==> config.mk <==
export PLATFORM = sky130hd
export DESIGN_NAME = fetch_stage
export DESIGN_NICKNAME = d
export VERILOG_FILES = /design/src/rtl/fetch_stage.sv
export SDC_FILE = /design/constraint.sdc
export NUM_CORES = 1
export LEC_CHECK = 0
export CORE_AREA = 2 2 133 135
export DETAILED_ROUTE_END_ITERATION = 10
export DIE_AREA = 0 0 135 137
export PLACE_DENSITY_LB_ADDON = 0.2
export SETUP_SLACK_MARGIN = 0.05
export SLEW_MARGIN = 20
export SYNTH_ARGS = -nofsm -noshare
export SYNTH_HDL_FRONTEND = slang
export SYNTH_SLANG_ARGS = --single-unit
==> constraint.sdc <==
create_clock -name clk -period 6.8 [get_ports clk]
set_input_delay 1.7 -clock clk [delete_from_list [all_inputs] [get_ports clk]]
set_output_delay 1.7 -clock clk [all_outputs]
set_load 0.01 [all_outputs]
==> src/rtl/fetch_stage.sv <==
// Instruction-fetch stage: holds the fetch PC, captures memory words into a small
// valid/ready output buffer, and handles execute redirects. Optional: FETCH_MISALIGN_CHK_EN.
module fetch_stage #(
    parameter logic [31:0] RESET_PC  = 32'h0000_0000,
    parameter int unsigned BUF_DEPTH = 2
) (
    input  logic        clk,
    input  logic        rst,
    output logic [31:0] imem_pc,
    input  logic [31:0] imem_instr,
    input  logic        imem_valid,
    input  logic        redirect,
    input  logic [31:0] redirect_pc,
    output logic        id_valid,
    input  logic        id_ready,
    output logic [31:0] id_instr,
    output logic [31:0] id_pc
`ifdef FETCH_MISALIGN_CHK_EN
    ,
    output logic        fetch_misalign
`endif
);

    localparam int unsigned PTR_W = $clog2(BUF_DEPTH);
    localparam int unsigned CNT_W = PTR_W + 1;
    localparam logic [CNT_W-1:0] DEPTH_C = CNT_W'(BUF_DEPTH);

    logic [31:0]      pc;
    logic [31:0]      buf_pc    [BUF_DEPTH];
    logic [31:0]      buf_instr [BUF_DEPTH];
    logic [PTR_W-1:0] head;
    logic [PTR_W-1:0] tail;
    logic [CNT_W-1:0] count;
    logic             mem_armed;
    logic             halted;
    logic             push;
    logic             pop;

    // The memory may not assert valid in the first cycle after reset; mask it anyway.
    assign pop  = (count != '0) && id_ready;
    assign push = imem_valid && mem_armed && !redirect && !halted
                  && ((count < DEPTH_C) || pop);

    always_ff @(posedge clk) begin
        if (rst) begin
            pc        <= RESET_PC;
            head      <= '0;
            tail      <= '0;
            count     <= '0;
            mem_armed <= 1'b0;
        end else begin
            mem_armed <= 1'b1;
            if (redirect) begin
                pc    <= {redirect_pc[31:2], 2'b00};
                head  <= '0;
                tail  <= '0;
                count <= '0;
            end else begin
                if (push) begin
                    buf_pc[tail]    <= pc;
                    buf_instr[tail] <= imem_instr;
                    tail            <= tail + PTR_W'(1);
                    pc              <= pc + 32'd4;
                end
                if (pop) begin
                    head <= head + PTR_W'(1);
                end
                if (push && !pop) begin
                    count <= count + CNT_W'(1);
                end else if (pop && !push) begin
                    count <= count - CNT_W'(1);
                end
            end
        end
    end

`ifdef FETCH_MISALIGN_CHK_EN
    always_ff @(posedge clk) begin
        if (rst) begin
            halted <= 1'b0;
        end else if (redirect) begin
            halted <= |redirect_pc[1:0];
        end
    end

    assign fetch_misalign = halted;
`else
    logic unused_low_bits;
    assign unused_low_bits = ^redirect_pc[1:0];
    assign halted          = 1'b0;
`endif

    // Outputs come from the head register; zeroed while empty so reset reads as 0.
    assign imem_pc  = pc;
    assign id_valid = (count != '0);
    assign id_instr = id_valid ? buf_instr[head] : '0;
    assign id_pc    = id_valid ? buf_pc[head]    : '0;

endmodule

======== After elaboration in Yosys (flattened, before gate mapping) ========
Memory sizes are Yosys's and may differ from the RTL's. A register that Yosys moved wholly into a read port is not among the register bits.
Cells that the tools add are included.
operators by class
  multipliers ............................. 0
  equal/unequal tests ..................... 0
  magnitude comparators ................... 1
  reduce and logical (&&, ||, !) cells .... 14
  shift-type cells ........................ 0
  bitwise logic cells ..................... 0
  $add $sub $neg .......................... 5
  divide/modulo/power cells ............... 0
  multiplexer cells ....................... 15
operators with widths
  cell                                              count
  two-way mux 32 bit                                4
  adder 32 x 3 -> 32 bit, second input constant     1
  two-way mux 1 bit                                 9
  logical AND 1 bit                                 6
  nonzero test 2 bit                                3
  two-way mux 2 bit                                 2
  zero test 1 bit                                   3
  adder 1 bit, second input constant                2
  adder 2 x 1 -> 2 bit, second input constant       1
  < comparator 2 bit, second input constant         1
  OR reduction 2 bit                                1
  subtractor 2 x 1 -> 2 bit, second input constant  1
  logical OR 1 bit                                  1
word-level totals
  memories kept ........................... 2
  RAM bits ................................ 128
  bits in latches ......................... 0
  flip-flop bits (word level) ............. 37
  logic and storage cells ................. 43
  input port bits ......................... 69
  bits in read-only memories .............. 0
memory list
  name       depth  bits a word  rd ports  clocked after Yosys merged registers in  wr ports  RTL line  text
  buf_instr  2      32           1         1                                        1         30        logic [31:0] buf_instr [BUF_DEPTH];
  buf_pc     2      32           1         1                                        1         29        logic [31:0] buf_pc [BUF_DEPTH];

======== Logic depth before layout (Yosys ltp) ========
Gate-level depths: netlist of run 1.
  depth after elaboration ................. 8
  gate-level depth with buffers ........... 9
  gate-level depth less buffers ........... 8

======== Worst setup path after synthesis of run 1 ========
OpenSTA, ideal clock, no wires.
  kind .................................... in2reg
  from .................................... input port id_ready
  to ...................................... memory buf_instr[0][0] (enable)
  path slack .............................. 1.065 ns
  setup time .............................. 0.482 ns
  stages .................................. 5
  arrival time ............................ 5.252 ns
  cells stage by stage .................... and2b_4 > or2_2 > or3_1 > clkbuf_1 > nor2_1
between the ends
  longest elaborated chain between the ends .. 7
ends and longest elaborated chain
  item                                     RTL line  text
  start, declared                          15        input logic id_ready,
  logical AND 1 bit                        40        assign pop = (count != '0) && id_ready;
  logical OR 1 bit                         42        && ((count < DEPTH_C) || pop);
  logical AND 1 bit                        42
  two-way mux 1 bit                        59        if (push) begin
  two-way mux 1 bit                        53        if (redirect) begin
  two-way mux 1 bit                        45        if (rst) begin
  two-way mux 1 bit (not written as such)  61        buf_instr[tail] <= imem_instr;
  end, declared                            30
Every way passes these cells.

======== Final worst setup path of run 1 ========
  from .................................... input port id_ready
  to ...................................... memory buf_pc[1][13] (enable)
between the ends
  longest elaborated chain between the ends .. 7
ends and longest elaborated chain
  item                                     RTL line  text
  logical AND 1 bit                        40
  logical OR 1 bit                         42
  logical AND 1 bit                        42
  two-way mux 1 bit                        59
  two-way mux 1 bit                        53
  two-way mux 1 bit                        45
  two-way mux 1 bit (not written as such)  60        buf_pc[tail] <= pc;
  end, declared                            29
Every way passes these cells.

==> impl_results.md, run 1 <==
- Status: completed
- Die Ht: 137 um
- Fin cells: 898
- Setup TNS: 0 ns
- Tcrit/Tclk final: 66.2%
- Slew HR: 53.0%
- CP max stage cell: buf_4
- Post-DR vias/cell: 4.90
- Synthesis Warnings: 0
- CP peak stage delay: 0.61 ns
- VDD IR max: 164 uV
- Hold WS: 0.539 ns
- Max-slew violations: 0
- Tightest Hold Check Type: reg -> reg
- Yosys reg bits: 160
- Clock Tree Buf Depth: 2
- Static leakage: 2.95 nW
- Synth area leader: edfxtp_1
- Post-CTS setup buffers: 0
- Core area: 17100 um^2
- CP bufs+invs: 2
- Pin count of the biggest net entering global routing: 63
- CTS tree: built
- CP max FO: 42
- Power Density: 251 nW/um^2
- Worst Tran Pin Value: 0.699 ns
- P&R area growth vs syn: 35.8%
- Critical-path cell list: clkdlybuf4s50_1 > and2b_4 > or2_2 > or3_1 > nor2_4 > buf_4
- Fin util: 53.7%
- Crit-path leading delay family: simple AND/OR/NAND/NOR gates
- Hold_buf cts: 0
- Grt total ovfl: 0
- Number of global-route vias before repair: 4347
- Ports: 166
- Vias: 4403
- Root Buffer Master: clkbuf_16
- Wirelength per Cell: 16.5 um
- FMAX: 0.222 GHz
- Initial core utilization: 39.5%
- Clk sinks: 160
- # diodes: 0
- Cts bufs inserted: 17
- Clk_skew: 0.00727 ns
- Net total in the final layout: 732
- Residual DRC: 0
- Tmin final: 4.50 ns
- Post-Syn Instances: 505
- PortBufs: 159
- Crit start category: primary input
- Post-DRT Antenna Nets: 0
- Synth area leaders: edfxtp_1 55%, dfxtp_1 11%, mux2i_1 9.4%
- Mean Syn Cell Area: 13.4 um^2
- Row cnt: 48
- Synth top area share: 55.2%
- Routed WL: 14800 um
- Max-Cap Viols: 0
- Antenna violations before repair: 0
- DRT Pass-1 Iters: 4
- Sequential area share after synthesis: 65.9%
- Iteration-0 DRC Markers: 243
- Crit Path Class: in -> reg
- Die ar.: 18500 um^2
- First-pass GRT wire length: 23000 um
- Clock transition at the registers of the reported paths: 0.06 ns
- Worst Path Required: 6.84 ns
- Final Hold Fails: 0
- Placed cells: 866
- Clk_lat worst skew: 0.41 ns
- Htree depth: 4
- Global placement routability congestion: 0.784
- Final setup violation count: 0
- Aggregate global-route resource usage: 16.4%
- Crit path capture type: flip-flop
- Cell variety after synth: 42
- Share of layout cells above drive strength 1: 7.73%
- Die Width: 135 um
- Cts repair resizes: 0
- Unrepaired setup endpoints after global routing: no
- Worst EP arrival: 4.54 ns
- HPWL Detailed: 9830 um
- Cell Area, Synth: 6740 um^2
## worst paths after layout
| path | start | end | slack, ns | cells after the start |
|---|---|---|---|---|
| worst max-delay path | id_ready | buf_pc[1][13]$_DFFE_PP_ | 2.30 | 6 |
| worst min-delay path | imem_pc[21]$_SDFFE_PP0P_ | buf_pc[0][21]$_DFFE_PP_ | 0.54 | 0 |
| worst max register to register | count[1]$_SDFFE_PP0P_ | buf_pc[1][13]$_DFFE_PP_ | 3.71 | 5 |
| worst min register to register | imem_pc[21]$_SDFFE_PP0P_ | buf_pc[0][21]$_DFFE_PP_ | 0.54 | 0 |
## synth_stat cells (all sizes together)
| cell | number |
|---|---|
| nor3 | 9 |
| or3 | 3 |
| a31o | 1 |
| a311oi | 1 |
| nand3 | 5 |
| o22ai | 6 |
| nor3b | 1 |
| or2 | 1 |
| dfxtp | 36 |
| nor2 | 85 |
| xor2 | 19 |
| and2b | 1 |
| xnor2 | 13 |
| inv | 10 |
| and4 | 3 |
| nand2 | 21 |
| edfxtp | 124 |
| conb | 1 |
| buf | 13 |
| nand4 | 17 |
| a31oi | 7 |
| and2 | 7 |
| nor4 | 8 |
| a211oi | 15 |
| o21ai | 3 |
| and3 | 4 |
| o21a | 2 |
| ha | 2 |
| a21oi | 6 |
| mux2i | 63 |
| clkbuf | 18 |
## layout by cell type (no fill, tap or decap), types with 10 or more instances in the layout
cell and count:
mux2i_1 63, clkdlybuf4s50_1 159, nor2_1 82, dfxtp_1 35
xnor2_1 13, edfxtp_1 124, inv_1 10, clkbuf_16 17
xor2_1 19, nand4_1 17, nand2_1 20, a211oi_1 13
## kinds of logic after synthesis
kind of cell             Yosys count  share of synthesized area (%)
other                              1                         0.0556
flip-flops                       160                           65.9
AND/OR/NAND/NOR                  165                           12.7
adder cells (fa/ha/maj)            2                          0.371
XOR/XNOR                          32                           4.16
multiplexers                      63                           9.35
AO/OA/AOI/OAI                     41                           4.18
buffers and inverters             41                           3.32
## state kept, by name, indices dropped and copies added, names as in the netlist, named ones only
| register | count |
|---|---|
| buf_instr | 64 |
| buf_pc | 60 |
| count | 2 |
| head | 1 |
| imem_pc | 30 |
| mem_armed | 1 |
| tail | 1 |
## layer usage
metal	track usage, %	routed length, um	vias up
met3	4.74	829	8
li1	-	-	2156
met2	27.7	7270	127
met1	20.9	6640	2112
met4	3.94	106	0
met5	0	0	-
## where the power goes
group | internal, mW | leakage [nW] | total [mW] | switching (mW)
registers | 1.08 | 1.42 | 1.10 | 0.0286
logic | 0.106 | 1.23 | 0.190 | 0.0839
clock network | 0.649 | 0.299 | 1.00 | 0.355
## metrics by stage
step	setup WS (ns)	area [um^2]	power, mW
after floorplan	1.07	6750	1.20
after global placement	1.88	8500	1.31
after detailed placement	1.84	8500	1.32
after CTS	2.27	9130	2.32
after global routing	2.16	9160	2.38
final	2.30	9160	2.30
## layout make-up
type                            count  area, um^2
Clock buffer                       21         440
Clock inverter                     10         184
Fill cell                        1465        7900
Inverter                           10        37.5
Multi-Input combinational cell    307        2110
Sequential cell                   160        4450
Tap cell                          225         282
Timing Repair Buffer              165        1660
Power figures use the tool's default switching activity.
==> inputs of run 2 (changes only) <==
Clock period 6.8 ns to 4.2 ns, I/O delays scaled along.
==> run 2 against run 1 <==
- clock skew increased by 0.0081 ns
- hold slack worse by 0.0049 ns
- die area did not move
- critical endpoint is now id_pc[4]
- largest cell class unchanged
==> impl_results.md, run 2 (synthesis gave the netlist of run 1 again) <==
- Status: completed
- Largest register FFs: 64
- Biggest register: buf_instr
- Post-DRT Antenna Nets: 0
- Switching Share: 20.8%
- Post-CTS setup buffers: 0
- Post-route cell area: 9170 um^2
- Clock power frac: 42.7%
- Crit path capture type: primary output
- Cts bufs inserted: 17
- Root Buffer Master: clkbuf_16
- Die Ht: 137 um
- Worst Path Required: 3.15 ns
- Clk sinks: 160
- Hold_buf cts: 0
- Clk_skew: 0.0153 ns
- Crit start category: flip-flop
- Tcrit/Tclk final: 78.7%
- HPWL Detailed: 9730 um
- GR Util met1: 20.8%
- Residual DRC: 0
- R2R setup slack: 1.88 ns
- FF-to-FF path depth: 5
- Post-DP Area: 8570 um^2
- Most common cell after layout, fill and taps aside: clkdlybuf4s50_1
- Hold Crit Depth: 0
- Setup TNS: 0 ns
- Static leakage: 2.96 nW
- Fin util: 53.8%
- Final setup violation count: 0
- VDD IR max: 279 uV
- Switching power: 0.763 mW
- Hold WS: 0.534 ns
- Busiest layer in global routing: met2
- Tightest Hold Check Type: reg -> reg
- Worst Tran Pin Value: 0.728 ns
- CTS tree: built
- Ports: 166
- Pin count of the biggest net entering global routing: 63
- Core area: 17100 um^2
- Routed WL: 14900 um
- Vias: 4471
- Tmin final: 3.31 ns
- Clock transition at the registers of the reported paths: 0.07 ns
- Worst hold endpoint: buf_pc[1][31]$_DFFE_PP_
- Unrepaired setup endpoints after global routing: no
- # diodes: 0
- R2R Path End: buf_pc[0][30]$_DFFE_PP_
- First-pass GRT wire length: 22700 um
- PortBufs: 159
- Crit Path Class: reg -> out
- Number of global-route vias before repair: 4321
- Met3 GRT Util: 4.30%
- Antenna violations before repair: 0
- CP max FO: 39
- Comb power frac: 8.5%
- Die Width: 135 um
- Initial core utilization: 39.5%
- Global placement routability congestion: 0.753
- Slew HR: 51.5%
- Grt met2 use: 27.1%
- Row cnt: 48
- Clock Tree Buf Depth: 2
- Worst EP arrival: 2.26 ns
- Htree depth: 4
- Power Density: 399 nW/um^2
- Net total in the final layout: 735
- Aggregate global-route resource usage: 16.2%
- Hold_sp: imem_pc[31]$_SDFFE_PP0P_
- Die ar.: 18500 um^2
- Grt total ovfl: 0
- P&R area growth vs syn: 36.1%
- Clk_lat worst skew: 0.42 ns
- Post-DR vias/cell: 4.96
- Commonest cells after routing, fill and taps aside: 159 x clkdlybuf4s50_1, 124 x edfxtp_1, 82 x nor2_1
- Wirelength per Cell: 16.5 um
- FMAX: 0.303 GHz
- Max-Cap Viols: 0
- Reg power frac: 48.8%
- Internal power: 2.90 mW
- Share of layout cells above drive strength 1: 7.98%
- Iteration-0 DRC Markers: 206
- Final Hold Fails: 0
- Max-slew violations: 0
- DRT Pass-1 Iters: 5
- Cts repair resizes: 0
- Worst r2r src: count[1]$_SDFFE_PP0P_
run 2: changes by cell type in the layout (fill, tap and decap cells not counted), sizes merged:
cell | previous run | this run
buf | 6 | 9
bufinv | 5 | 4
clkbuf | 21 | 19
clkinv | 3 | 8
inv | 11 | 10
run 2: power by group through the flow:
stage          registers, mW  logic [mW]  clock network [mW]
2_1_floorplan           1.82       0.130                   0
3_3_place_gp            1.82       0.309                   0
3_5_place_dp            1.82       0.311                   0
4_1_cts                 1.79       0.313                1.60
5_1_grt                 1.79       0.335                1.67
6_report                1.79       0.310                1.56
run 2: worst max path at each step:
stage	slack (ns)	depth (start not counted)	to
final	0.89	4	id_pc[4]
after global routing	0.78	4	id_pc[11]
after CTS	0.84	4	id_pc[13]
after detailed placement	0.70	6	buf_instr[1][23]$_DFFE_PP_
after global placement	0.73	6	buf_instr[1][10]$_DFFE_PP_
after floorplan	-0.88	5	buf_instr[0][0]$_DFFE_PP_
run 2: final cells by class:
type                            count  area, um^2
Clock inverter                     13         169
Sequential cell                   160        4450
Timing Repair Buffer              168        1700
Tap cell                          225         282
Inverter                           10        37.5
Clock buffer                       19         433
Fill cell                        1440        7880
Multi-Input combinational cell    307        2110
run 2: routing by layer:
layer  routed length [um]  vias to the layer above
met5                    0                        -
met4                   81                        0
met3                  880                        6
met2                 7230                      137
met1                 6700                     2179
li1                     -                     2149
run 2: through the flow:
step,total power [mW],cells,worst slack (ns)
after floorplan,1.95,508,-0.885
after global placement,2.13,870,0.728
after detailed placement,2.13,870,0.697
after CTS,3.70,902,0.837
after global routing,3.80,902,0.776
final,3.66,902,0.894
run 2: worst max-delay path, stage by stage (launching register included):
cell and delay [ns]:
dfxtp_4 0.65, buf_12 0.34, mux2i_1 0.25, nor2_1 0.06, clkdlybuf4s50_1 0.50
==> inputs of run 3 (changes only) <==
Clock period 4.2 ns to 2.9 ns, I/O delays scaled along.
==> run 3 against run 2 <==
- global-route usage up 0.12 points
- via count up 0.98%
- wire length up 0.33%
- critical endpoint is now id_pc[16]
- largest cell class unchanged
- largest power group unchanged
==> impl_results.md, run 3 (synthesis gave the netlist of run 1 again) <==
- Status: completed
- Hold_buf cts: 0
- R2R Path End: imem_pc[10]$_SDFFE_PP0P_
- Root Buffer Master: clkbuf_16
- Clock transition at the registers of the reported paths: 0.06 ns
- Clk_lat worst skew: 0.42 ns
- Share of layout cells above drive strength 1: 9.64%
- Final setup violation count: 0
- HPWL Detailed: 10100 um
- Clock Tree Buf Depth: 2
- Tightest Hold Check Type: reg -> reg
- Power Density: 568 nW/um^2
- Hold_sp: imem_pc[21]$_SDFFE_PP0P_
- Ports: 166
- Grt total ovfl: 0
- Die ar.: 18500 um^2
- Clk sinks: 160
- Vias: 4515
- CP max FO: 26
- VDD IR max: 396 uV
- CTS tree: built
- First-pass GRT wire length: 22900 um
- Worst Tran Pin Value: 0.752 ns
- Worst r2r src: imem_pc[2]$_SDFFE_PP0P_
- P&R area growth vs syn: 37.3%
- Most common cell after layout, fill and taps aside: clkdlybuf4s50_1
- Final Hold Fails: 0
- Commonest cells after routing, fill and taps aside: 159 x clkdlybuf4s50_1, 124 x edfxtp_1, 82 x nor2_1
- Slew HR: 49.4%
- Cts bufs inserted: 17
- Post-DRT Antenna Nets: 0
- Residual DRC: 0
- Die Width: 135 um
- Iteration-0 DRC Markers: 246
- Max-Cap Viols: 0
- Net total in the final layout: 743
- PortBufs: 159
- Unrepaired setup endpoints after global routing: no
- Max-slew violations: 0
- Clk_skew: 0.0112 ns
- Routed WL: 14900 um
- Number of global-route vias before repair: 4379
- Crit path capture type: primary output
- Row cnt: 48
- Tmin final: 2.60 ns
- Largest register FFs: 64
- Pin count of the biggest net entering global routing: 48
- Worst Path Required: 2.17 ns
- Crit start category: flip-flop
- FMAX: 0.384 GHz
- Die Ht: 137 um
- Htree depth: 4
- Final Power: 5.26 mW
- Aggregate global-route resource usage: 16.4%
- FF-to-FF path depth: 5
- Crit Path Class: reg -> out
- Hold WS: 0.532 ns
- Initial core utilization: 39.5%
- R2R setup slack: 0.71 ns
- Worst setup endpoint: id_pc[16]
- Tcrit/Tclk final: 89.8%
- Wirelength per Cell: 16.4 um
- Antenna violations before repair: 0
- Setup TNS: 0 ns
- Core area: 17100 um^2
- Biggest register: buf_instr
- DRT Pass-1 Iters: 4
- # diodes: 0
- Worst EP arrival: 1.88 ns
- Post-DR vias/cell: 4.96
- Static leakage: 2.99 nW
- Global placement routability congestion: 0.774
==> run 3: stage by stage <==
step                      cell area [um^2]  std cells  utilization [%]  setup WS [ns]
after floorplan                       6780        508                -        -0.0658
after global placement                8640        877             50.7         0.0631
after detailed placement              8640        877             50.7         0.0434
after CTS                             9250        910             54.2          0.151
after global routing                  9260        910             54.3          0.176
final                                 9260        910             54.3          0.296
==> run 3: routing by layer <==
metal  GRT usage, %  share of wire, %  vias to the layer above
met5              0                 0                        -
met4           4.34              0.90                        0
met3           4.63               5.9                       13
met2           26.7                49                      162
met1           21.6                44                     2165
li1               -                 -                     2175
==> run 3: where the power goes <==
part,internal (mW),switching [mW]
sequential,2.52,0.0635
clock,1.35,0.866
combinational,0.257,0.202
==> run 3: worst min path at each step <==
| stage | end | slack [ns] | cells past startpoint |
|---|---|---|---|
| 6_report | buf_pc[0][21]$_DFFE_PP_ | 0.53 | 0 |
| 5_1_grt | buf_pc[1][21]$_DFFE_PP_ | 0.54 | 0 |
| 4_1_cts | buf_pc[0][21]$_DFFE_PP_ | 0.53 | 0 |
| 3_5_place_dp | buf_pc[1][31]$_DFFE_PP_ | 0.52 | 0 |
| 3_3_place_gp | buf_pc[1][21]$_DFFE_PP_ | 0.53 | 0 |
| 2_1_floorplan | flip-flop | 0.52 | 2 |
==> run 3: worst max-delay path, cell delays in order, from the launching register on <==
cell and delay (ns):
dfxtp_4 0.42, buf_12 0.24, mux2i_1 0.23, nor2_1 0.05, clkdlybuf4s50_1 0.52
==> run 3: final cells by class <==
| cell class | instances | area, um^2 |
|---|---|---|
| Clock buffer | 18 | 429 |
| Fill cell | 1423 | 7800 |
| Tap cell | 225 | 282 |
| Sequential cell | 160 | 4450 |
| Clock inverter | 14 | 164 |
| Timing Repair Buffer | 176 | 1790 |
| Inverter | 10 | 37.5 |
| Multi-Input combinational cell | 307 | 2110 |
==> run 3: repair_timing <==
item,CTS,global route
resized for setup,0,1
endpoints found under the hold margin,0,0
endpoints found under the setup margin,3,5
setup buffers,1,0
